==> config.mk <==
export PLATFORM = sky130hd
export DESIGN_NAME = dsm_top_flat
export DESIGN_NICKNAME = d
export VERILOG_FILES = /design/src/rtl/dsm_pkg.sv /design/src/rtl/dsm_if.sv /design/src/rtl/dsm_quant3.sv /design/src/rtl/dsm_top.sv /design/src/flat_wrapper.sv
export SDC_FILE = /design/constraint.sdc
export NUM_CORES = 1
export LEC_CHECK = 0
export CAP_MARGIN = 25
export CORE_ASPECT_RATIO = 1.2
export CORE_MARGIN = 8
export CORE_UTILIZATION = 63
export CTS_BUF_LIST = sky130_fd_sc_hd__clkbuf_2 sky130_fd_sc_hd__clkbuf_4 sky130_fd_sc_hd__clkbuf_8
export CTS_CLUSTER_DIAMETER = 80
export CTS_CLUSTER_SIZE = 16
export DETAILED_ROUTE_END_ITERATION = 7
export PLACE_DENSITY = 0.83
export RECOVER_POWER = 100
export SKIP_CTS_REPAIR_TIMING = 1
export SLEW_MARGIN = 25
export SYNTH_ARGS = -nofsm -noshare
export SYNTH_HDL_FRONTEND = slang
export SYNTH_HIERARCHICAL = 1
export SYNTH_SLANG_ARGS = --single-unit
==> constraint.sdc <==
create_clock -name clock -period 11.76 [get_ports clock]
set_input_delay 3.528 -clock clock [delete_from_list [all_inputs] [get_ports clock]]
set_output_delay 3.528 -clock clock [all_outputs]
set_load 0.02 [all_outputs]
==> src/rtl/dsm_pkg.sv <==
// Shared constants, ternary code points and the integrator saturation helper
// for the second-order ternary delta-sigma modulator.
package dsm_pkg;
  localparam int IN_W    = 11;
  localparam int ACC_W   = 16;
  localparam int FS      = 1 << (IN_W - 1);
  localparam int THR_HI  = 512;
  localparam int THR_LO  = -512;
  localparam int ACC_MAX = (1 << (ACC_W - 1)) - 1;
  localparam int ACC_MIN = -(1 << (ACC_W - 1));

  localparam logic [1:0] PWM_POS  = 2'b01;
  localparam logic [1:0] PWM_ZERO = 2'b00;
  localparam logic [1:0] PWM_NEG  = 2'b11;

  // Clamp a wide signed sum into the integrator range; wrapping would
  // lock the loop up after an overload.
  function automatic logic signed [ACC_W-1:0] sat(input logic signed [31:0] x);
    if (x > ACC_MAX) return ACC_W'(ACC_MAX);
    else if (x < ACC_MIN) return ACC_W'(ACC_MIN);
    return x[ACC_W-1:0];
  endfunction
endpackage

==> src/rtl/dsm_if.sv <==
// Sample-in / ternary-code-out bundle; no handshake, everything moves every clock.
interface dsm_if import dsm_pkg::*; ();
  logic signed [IN_W-1:0] vin;
  logic signed [IN_W-1:0] dith_i;
  logic        [1:0]      pwm;

  modport master (output vin, output dith_i, input pwm);
  modport slave  (input vin, input dith_i, output pwm);
endinterface

==> src/rtl/dsm_quant3.sv <==
// Combinational 3-level quantizer: y -> feedback value and ternary output code.
module dsm_quant3 import dsm_pkg::*; (
  input  logic signed [ACC_W:0]   y,
  output logic signed [ACC_W-1:0] fb,
  output logic        [1:0]       code
);
  logic signed [1:0] q;

  always_comb begin
    q = 2'sb00;
    if (y >= THR_HI)     q = 2'sb01;
    else if (y < THR_LO) q = 2'sb11;
  end

  always_comb begin
    fb   = '0;
    code = PWM_ZERO;
    case (q)
      2'sb01:  begin fb = ACC_W'(FS);  code = PWM_POS; end
      2'sb11:  begin fb = -ACC_W'(FS); code = PWM_NEG; end
      default: begin fb = '0;          code = PWM_ZERO; end
    endcase
  end
endmodule

==> src/rtl/dsm_top.sv <==
// Second-order delta-sigma modulator: two saturating integrators around a
// ternary quantizer, both integrators fed back with the same q*FS value.
module dsm_top import dsm_pkg::*; (
  input logic clock,
  input logic reset,
  dsm_if.slave bus
);
  logic signed [ACC_W-1:0] i1, i2, i1n, i2n, fb;
  logic signed [ACC_W:0]   y;
  logic        [1:0]       code, pwm;

  assign y = (ACC_W+1)'(i2) + (ACC_W+1)'(bus.dith_i);

  dsm_quant3 u_quant (
    .y    (y),
    .fb   (fb),
    .code (code)
  );

  // The second integrator sees the already-updated first one (i1n), which
  // is what gives the (1 - z^-1)^2 noise transfer.
  always_comb begin
    i1n = sat(32'(i1) + 32'(bus.vin) - 32'(fb));
    i2n = sat(32'(i2) + 32'(i1n) - 32'(fb));
  end

  always_ff @(posedge clock) begin
    if (reset) begin
      i1  <= '0;
      i2  <= '0;
      pwm <= PWM_ZERO;
    end else begin
      i1  <= i1n;
      i2  <= i2n;
      pwm <= code;
    end
  end

  assign bus.pwm = pwm;
endmodule

==> src/flat_wrapper.sv <==
// flat-port wrapper written by rule: the top's interface ports become plain ports
module dsm_top_flat import dsm_pkg::*;
  (clock, reset, bus_vin, bus_dith_i, bus_pwm);
  dsm_if bus_i ();
  input logic clock;
  input logic reset;
  input wire logic [$bits(bus_i.vin)-1:0] bus_vin;
  input wire logic [$bits(bus_i.dith_i)-1:0] bus_dith_i;
  output wire logic [$bits(bus_i.pwm)-1:0] bus_pwm;
  assign bus_i.vin = bus_vin;
  assign bus_i.dith_i = bus_dith_i;
  assign bus_pwm = bus_i.pwm;
  dsm_top u_core (.clock(clock), .reset(reset), .bus(bus_i));
endmodule
==> metrics.md, run 1 <==
| Metric | Value |
|---|---|
| Status | complete, no violations |
| Clk slew on worst S/H paths | 0.07 ns |
| Skew final | 0.009784 ns |
| Hold Fails Final Rpt | 0 |
| Num rows | 34 |
| Largest stage delay, worst path | 0.52 ns |
| Crit path max-delay family | compound AO/OA/AOI/OAI gates |
| Wire length on met3 | 449 um |
| Initial antenna violation count | 0 |
| Hpwl dp | 8.433 mm |
| Post-route cell area | 0.005194 mm2 |
| Total CTS buffers | 5 |
| Nets@finish | 721 |
| Dpl cell area | 0.004985 mm2 |
| CTS tree | built |
| Mean Syn Cell Area | 7.997 um2 |
| Antenna cells | 0 |
| Post-DR vias/cell | 5.825 |
| Total gr overflow | 0 |
| I/O Pins | 26 |
| Reg2Reg Setup Slack | 3.68 ns |
| Worst-skew pair later-pin latency | 0.30 ns |
| Number of DRC markers in iteration 0 | 304 |
| Uppermost layer routed | met4 |
| Critical Path Start Type | primary input |
| Hold Crit Class | register to register |
| GPL Wtd Cong | 0.9056 |
| Drt total wl | 10.69 mm |
| Cells after Synth | 585 |
| First-pass GRT wire length | 17.55 mm |
| Cell Area, Synth | 0.004678 mm2 |
| Slowest cell on the critical path | fa_1 |
| Root buffer cell | clkbuf_8 |
| Number of fill cells in the layout | 569 |
| Synthesis Warnings | 6 |
| Most common cell on crit path | fa_1 |
| Port Buffers | 25 |
| Post-place setup slack | -0.3027 ns |
| Setup ws final | 0.3387 ns |
| Number of max-cap violations | 0 |
| CP Data Arrival Time | 11.61 ns |
| Fin crit period | 11.42 ns |
| 1st-pass router iterations | 5 |
| Die H | 110.4 um |
| Area Overhead vs Synth | 11.02% |
| Area of the multi-input gates | 0.003486 mm2 |
| Count of pins over their slew limit | 0 |
| Fmax | 87.56 MHz |
| # DRC | 0 |
| H-tree depth | 2 |
| Core region area | 0.007232 mm2 |
| Die Span X | 94.67 um |
| Vias in the first global route | 3995 |
| Layout cell share with drive strength beyond 1 | 0.08320 |
| Worst Path Required | 11.95 ns |
| WS Path Type | primary input to register |
| Met1 WL | 4.469 mm |
| Storage element area | 680.7 um2 |
| Tot GR Track Use | 0.2072 |
| Crit-path max FO | 15 |
| Measured slew at the worst slew-check pin | 0.8225 ns |
| Sink Count | 34 |
| Post-DRT Antenna Nets | 0 |
| DR WL met2 | 5.496 mm |
| Max clock buf depth | 2 |
| Total die area | 0.01045 mm2 |
| Routed len/inst | 15.20 um |
| CP Buf/Inv Count | 5 |
| Hold Crit Start | u_core/i2[0] |
| Layout Cells excl Fill | 703 |
| Placed insts | 693 |
| Final setup vio count | 0 |
| Worst Setup SP | bus_dith_i[0] |
| Vias | 4095 |
| Initial Util | 0.6469 |
| Tcrit/Tclk final | 0.9712 |
| Reg2reg start | u_core/i2[0] |
| CP endpoint kind | register |
| Largest net degree at the start of global routing | 22 |
| Slew HR | 0.4480 |
-- tightest hold or removal path: cells and delay by family, from the launching register on --
family                     cells  cell delay (ns)
AOI/OAI and AO/OA              1             0.10
adders and majority gates      1             0.14
DFF                            1             0.34
-- stage by stage --
| step | TNS [ns] | utilization | hold WS (ns) |
|---|---|---|---|
| 6_report | 0 | 0.7182 | 0.6126 |
| 5_1_grt | -0.9046 | 0.7182 | 0.6584 |
| 3_3_place_gp | 0 | 0.6884 | 0.5782 |
| 4_1_cts | -0.3370 | 0.7024 | 0.6200 |
| 2_1_floorplan | 0 | - | 0.5526 |
| 3_5_place_dp | -4.369 | 0.6893 | 0.6026 |
-- metal layers --
metal | vias to the layer above | GRT usage
li1 | 2020 | -
met1 | 1934 | 0.2507
met2 | 115 | 0.3682
met3 | 26 | 0.02981
met4 | 0 | 0.06704
met5 | - | 0
-- flip-flops by register name, indices dropped and copies added, names as in the netlist --
name            count
u_core/i2          16
u_core/bus.pwm      2
u_core/i1          16
-- path summary, 6_finish.rpt --
| path | depth (start not counted) | to |
|---|---|---|
| max | 35 | u_core/i2[0] |
| min | 2 | u_core/i2[0] |
| max reg2reg | 34 | u_core/i2[0] |
| min reg2reg | 2 | u_core/i2[0] |
-- cell usage in the layout (no fill, tap or decap), types with 5 or more instances in the layout --
cell             count
clkdlybuf4s50_1     23
a21o_1              27
fa_1                33
clkbuf_8             6
nor2b_1             10
nor4_1               5
o21ai_0             28
o21ai_1             23
dfxtp_1             34
o21a_1              11
nand2_1             19
ha_1                51
xnor2_1             13
nor2_1              26
buf_4               13
conb_1              10
xor2_1              14
a21oi_1             42
inv_1              114
nand4_1              5
nor3_1              13
nand3_1              6
-- final cells by class --
cell class,count,share of cell area
multi-input combinational,416,0.6712
sequential,34,0.1311
inverter,115,0.08311
timing repair buffer,40,0.07468
tap,90,0.02168
clock buffer,6,0.01590
clock inverter,2,0.002409
Power of run 1 is left out: the tool's default activity adds up to more than one toggle a clock period on the data nets, which glitch-free logic cannot reach.
==> inputs of run 2 (changes only) <==
CORE_UTILIZATION = 62   (was 63)
CTS_BUF_LIST = not set   (was sky130_fd_sc_hd__clkbuf_2 sky130_fd_sc_hd__clkbuf_4 sky130_fd_sc_hd__clkbuf_8)
PLACE_DENSITY = 0.82   (was 0.83)
==> run 2 against run 1 <==
  * Register-to-register slack got worse by 0.03 ns
  * Highest routed layer unchanged
  * Clock-buffer cell count did not move
  * Via count rose by 1.9%
  * Routed wire length rose by 5.3%
  * Non-clock buffer count rose by 6
  * Maximum frequency fell by 0.35%
  * Critical path depth rose by 3
  * Final cell count rose by 1.0%
  * Sequential share of layout area fell by 0.11 points
  * Core utilization rose by 0.20 points
==> metrics.md, run 2 (same netlist as run 1, synthesis figures left out) <==
| Metric | Value |
|---|---|
| Vias | 4174 (was 4095) |
| Number of gates on the worst path with buffers counted | 38 (was 35) |
| Root buffer cell | clkbuf_8 (unchanged) |
| H-tree depth | 2 (unchanged) |
| Status | complete, no violations (unchanged) |
| Fin crit period | 11.46 ns (was 11.42 ns) |
| Slew HR | 0.4004 (was 0.4480) |
| Die Span X | 95.30 um (was 94.67 um) |
| Port Buffers | 25 (unchanged) |
| Skew final | 0.01045 ns (was 0.009784 ns) |
| CP endpoint kind | register (unchanged) |
| Clk slew on worst S/H paths | 0.07 ns (about the same) |
| Die H | 111.2 um (was 110.4 um) |
| Largest stage delay, worst path | 0.54 ns (was 0.52 ns) |
| Commonest non-fill, non-tap cell in the layout | inv_1 (unchanged) |
| Count of pins over their slew limit | 0 (unchanged) |
| I/O Pins | 26 (unchanged) |
| Total gr overflow | 0 (unchanged) |
| Antenna cells | 0 (unchanged) |
| Total die area | 0.01059 mm2 (was 0.01045 mm2) |
| Critical Path Start Type | primary input (unchanged) |
| Crit-path max FO | 15 (unchanged) |
| # DRC | 0 (unchanged) |
| Area Overhead vs Synth | 11.98% (was 11.02%) |
| Core region area | 0.007274 mm2 (was 0.007232 mm2) |
| M3 GR Usage | 0.02981 (unchanged) |
| Number of fill cells in the layout | 602 (was 569) |
| Drt total wl | 11.25 mm (was 10.69 mm) |
| Crit path max-delay family | compound AO/OA/AOI/OAI gates (unchanged) |
| Initial Util | 0.6431 (was 0.6469) |
| WS Path Type | primary input to register (unchanged) |
| Most frequent cells in the layout | inv_1, ha_1, a21oi_1 (unchanged) |
| 1st-pass router iterations | 5 (unchanged) |
| Tcrit/Tclk final | 0.9746 (was 0.9712) |
| Worst setup endpoint | u_core/i2[1] (was u_core/i2[0]) |
| Hold Fails Final Rpt | 0 (unchanged) |
| Reg2Reg Setup Slack | 3.65 ns (was 3.68 ns) |
| Number of DRC markers in iteration 0 | 253 (was 304) |
| Gr busiest metal | met2 (unchanged) |
| WHS | 0.6113 ns (was 0.6126 ns) |
| Worst Setup SP | bus_dith_i[0] (unchanged) |
| CTS tree | built (unchanged) |
| Tot GR Track Use | 0.2090 (was 0.2072) |
| Reg2reg start | u_core/i2[0] (unchanged) |
| Final setup vio count | 0 (unchanged) |
| Hold Crit Class | register to register (unchanged) |
| Worst-skew pair later-pin latency | 0.29 ns (was 0.30 ns) |
| Routed len/inst | 15.85 um (was 15.20 um) |
| Fmax | 87.25 MHz (was 87.56 MHz) |
| CP Buf/Inv Count | 7 (was 5) |
| Largest net degree at the start of global routing | 16 (was 22) |
| Num rows | 34 (unchanged) |
| M2 GR Usage | 0.3623 (was 0.3682) |
| Number of max-cap violations | 0 (unchanged) |
| Measured slew at the worst slew-check pin | 0.8933 ns (was 0.8225 ns) |
| Layout cell share with drive strength beyond 1 | 0.09516 (was 0.08320) |
| Worst r2r dst | u_core/i2[1] (was u_core/i2[0]) |
| First-pass GRT wire length | 18.26 mm (was 17.55 mm) |
| Hpwl dp | 8.884 mm (was 8.433 mm) |
| Post-DRT Antenna Nets | 0 (unchanged) |
| CP Data Arrival Time | 11.70 ns (was 11.61 ns) |
| Top Registers | u_core/i1: 16 flops, u_core/i2: 16 flops, u_core/bus.pwm: 2 flops (unchanged) |
| Setup ws final | 0.2985 ns (was 0.3387 ns) |
| Sink Count | 34 (unchanged) |
| GR Util met1 | 0.2489 (was 0.2507) |
| Total CTS buffers | 5 (unchanged) |
| Worst Path Required | 11.99 ns (was 11.95 ns) |
| Initial antenna violation count | 0 (unchanged) |
| Nets@finish | 728 (was 721) |
| GPL Wtd Cong | 0.9244 (was 0.9056) |
| Reg2Reg Depth | 37 (was 34) |
| Post-place setup slack | -0.3676 ns (was -0.3027 ns) |
| Post-DR vias/cell | 5.879 (was 5.825) |
| Max clock buf depth | 2 (unchanged) |
| Vias in the first global route | 4164 (was 3995) |
| Slowest cell on the critical path | fa_1 (unchanged) |
-- run 2: cell type report --
type / count / area (um2) / share of cell area
clock buffers: 6 / 82.58 / 0.01576
clock inverters: 2 / 12.51 / 0.002388
inverters: 115 / 431.7 / 0.08240
multi-input cells: 417 / 3498 / 0.6678
flip-flops and latches: 34 / 680.7 / 0.1299
well taps: 90 / 112.6 / 0.02150
repair buffers: 46 / 420.4 / 0.08025
-- run 2: metrics by stage --
step / std cells / area (um2) / util / TNS, ns
2_1_floorplan: 594 / 4712 / - / 0
3_3_place_gp: 699 / 5024 / 0.6906 / -0.9716
3_5_place_dp: 699 / 5030 / 0.6914 / -5.317
4_1_cts: 707 / 5125 / 0.7045 / -1.721
5_1_grt: 710 / 5239 / 0.7202 / -0.6919
6_report: 710 / 5239 / 0.7202 / 0
-- run 2: how the worst min path moves through the flow --
stage	startpoint	endpoint	slack [ns]	cells past startpoint
after floorplan	u_core/i2[0]	u_core/i2[0]	0.55	2
after global placement	u_core/i2[0]	u_core/i2[0]	0.58	2
after detailed placement	u_core/i2[0]	u_core/i2[0]	0.60	2
after CTS	u_core/i2[0]	u_core/i2[0]	0.62	2
after global routing	u_core/i2[0]	u_core/i2[0]	0.64	2
final	u_core/i2[0]	u_core/i2[0]	0.61	2
-- run 2: routing by layer --
metal	up-vias	routed length, um
met2	131	5952
met3	30	478
li1	2039	-
met4	0	299
met5	-	0
met1	1974	4521
-- run 2: worst register-to-register path, delay by kind of cell, from the launching register on --
kind,cells,cell delay (ns)
DFF,1,0.35
and+or+nand+nor,6,0.73
buffers and inverters,6,0.71
AOI/OAI and AO/OA,18,4.01
xor gates and xnor gates,1,0.11
adders and majority gates,6,2.15
Power of run 2 is left out for the same reason.
==> inputs of run 3 (changes only) <==
CORE_MARGIN = not set   (was 8)
==> run 3 against run 2 <==
  * Routed wire length is 4.2% lower
  * Non-clock buffer count stayed put
  * Clock skew is 0.0021 ns lower
  * Worst hold slack better by 0.0019 ns
  * Critical endpoint unchanged
==> metrics.md, run 3 (same netlist as run 1, synthesis figures left out) <==
| Metric | Value |
|---|---|
| Total die area | 0.007898 mm2 (was 0.01059 mm2) |
| Gr busiest metal | met2 (unchanged) |
| Routed len/inst | 15.20 um (was 15.85 um) |
| Measured slew at the worst slew-check pin | 0.8965 ns (was 0.8933 ns) |
| Most common cell on crit path | a21oi_1 |
| Final setup vio count | 0 (unchanged) |
| Layout cell share with drive strength beyond 1 | 0.09047 (was 0.09516) |
| 1st-pass router iterations | 5 (unchanged) |
| Sink Count | 34 (unchanged) |
| Total gr overflow | 0 (unchanged) |
| Post-DR vias/cell | 5.877 (was 5.879) |
| Vias | 4167 (was 4174) |
| Post-place setup slack | -0.2040 ns (was -0.3676 ns) |
| Num rows | 34 (unchanged) |
| Die Span X | 81.30 um (was 95.30 um) |
| Largest net degree at the start of global routing | 22 (was 16) |
| Drt total wl | 10.77 mm (was 11.25 mm) |
| Worst Path Required | 11.95 ns (was 11.99 ns) |
| Antenna cells | 0 (unchanged) |
| Nets@finish | 727 (was 728) |
| # DRC | 0 (unchanged) |
| Vias in the first global route | 4110 (was 4164) |
| Hpwl dp | 8.612 mm (was 8.884 mm) |
| Largest stage delay, worst path | 0.49 ns (was 0.54 ns) |
| Max clock buf depth | 2 (unchanged) |
| Status | complete, no violations (unchanged) |
| Number of DRC markers in iteration 0 | 264 (was 253) |
| Fin crit period | 11.48 ns (was 11.46 ns) |
| WHS | 0.6133 ns (was 0.6113 ns) |
| Count of pins over their slew limit | 0 (unchanged) |
| Post-DRT Antenna Nets | 0 (unchanged) |
| Hold Fails Final Rpt | 0 (unchanged) |
| Initial Util | 0.6431 (unchanged) |
| Setup ws final | 0.2780 ns (was 0.2985 ns) |
| Total CTS buffers | 5 (unchanged) |
| Hold Crit Class | register to register (unchanged) |
| Clk slew on worst S/H paths | 0.08 ns (was 0.07 ns) |
| Tcrit/Tclk final | 0.9764 (was 0.9746) |
| Tot GR Track Use | 0.2864 (was 0.2090) |
| Slew HR | 0.3983 (was 0.4004) |
| Port Buffers | 25 (unchanged) |
| M3 GR Usage | 0.04883 (was 0.02981) |
| CTS tree | built (unchanged) |
| I/O Pins | 26 (unchanged) |
| M2 GR Usage | 0.4942 (was 0.3623) |
| Crit-path max FO | 21 (was 15) |
| Number of max-cap violations | 0 (unchanged) |
| Area Overhead vs Synth | 11.87% (was 11.98%) |
| First-pass GRT wire length | 17.86 mm (was 18.26 mm) |
| Top Registers | u_core/i1: 16 flops, u_core/i2: 16 flops, u_core/bus.pwm: 2 flops (unchanged) |
| Slowest cell on the critical path | fa_1 (unchanged) |
| Fmax | 87.09 MHz (was 87.25 MHz) |
| H-tree depth | 2 (unchanged) |
| CP endpoint kind | register (unchanged) |
| Commonest non-fill, non-tap cell in the layout | inv_1 (unchanged) |
| Root buffer cell | clkbuf_8 (unchanged) |
| Initial antenna violation count | 0 (unchanged) |
| Skew final | 0.008389 ns (was 0.01045 ns) |
| CP Data Arrival Time | 11.67 ns (was 11.70 ns) |
| GPL Wtd Cong | 0.9298 (was 0.9244) |
| WS Path Type | primary input to register (unchanged) |
| Core region area | 0.007274 mm2 (unchanged) |
| Die H | 97.16 um (was 111.2 um) |
| GR Util met1 | 0.3495 (was 0.2489) |
| Worst-skew pair later-pin latency | 0.29 ns (about the same) |
| Most frequent cells in the layout | inv_1, ha_1, a21oi_1 (unchanged) |
| Critical Path Start Type | primary input (unchanged) |
-- run 3: changes by cell type in the layout (fill, tap and decap cells not counted), sizes merged --
cell | previous run | this run
buf | 21 | 20
clkbuf | 6 | 7
o22ai | 3 | 2
-- run 3: path summary, 6_finish.rpt --
path                                     from      endpoint  slack [ns]  cells after the start
worst max-delay path            bus_dith_i[5]  u_core/i2[1]        0.28                     37
worst min register to register   u_core/i2[0]  u_core/i2[0]        0.61                      2
worst min-delay path             u_core/i2[0]  u_core/i2[0]        0.61                      2
worst max register to register   u_core/i2[5]  u_core/i2[1]        3.58                     36
-- run 3: worst max-delay path, delay by kind of cell --
| kind | cells | cell delay, ns |
|---|---|---|
| adder cells (fa/ha/maj) | 5 | 1.89 |
| AO/OA/AOI/OAI | 18 | 3.68 |
| AND/OR/NAND/NOR | 7 | 1.31 |
| buffers and inverters | 7 | 1.24 |
-- run 3: layout make-up --
type / instances / area (um2)
fill: 569 / 2041
tap: 90 / 112.6
inverter: 115 / 431.7
clock inverter: 2 / 12.51
multi-input combinational: 416 / 3483
timing repair buffer: 46 / 430.4
clock buffer: 6 / 82.58
sequential: 34 / 680.7
-- run 3: layer usage --
layer | vias to the layer above | share of wire
met5 | - | 0
met4 | 0 | 0.033
met3 | 35 | 0.039
met2 | 126 | 0.51
met1 | 1965 | 0.42
li1 | 2041 | -
-- run 3: stage by stage --
stage / instance area [um2] / setup TNS [ns] / utilization / instances
floorplan: 4712 / 0 / - / 594
global placement: 5036 / 0 / 0.6923 / 699
detailed placement: 5036 / -2.914 / 0.6923 / 699
CTS: 5131 / 0 / 0.7054 / 707
global route: 5234 / -1.608 / 0.7195 / 709
finish: 5234 / 0 / 0.7195 / 709
Power of run 3 is left out for the same reason.
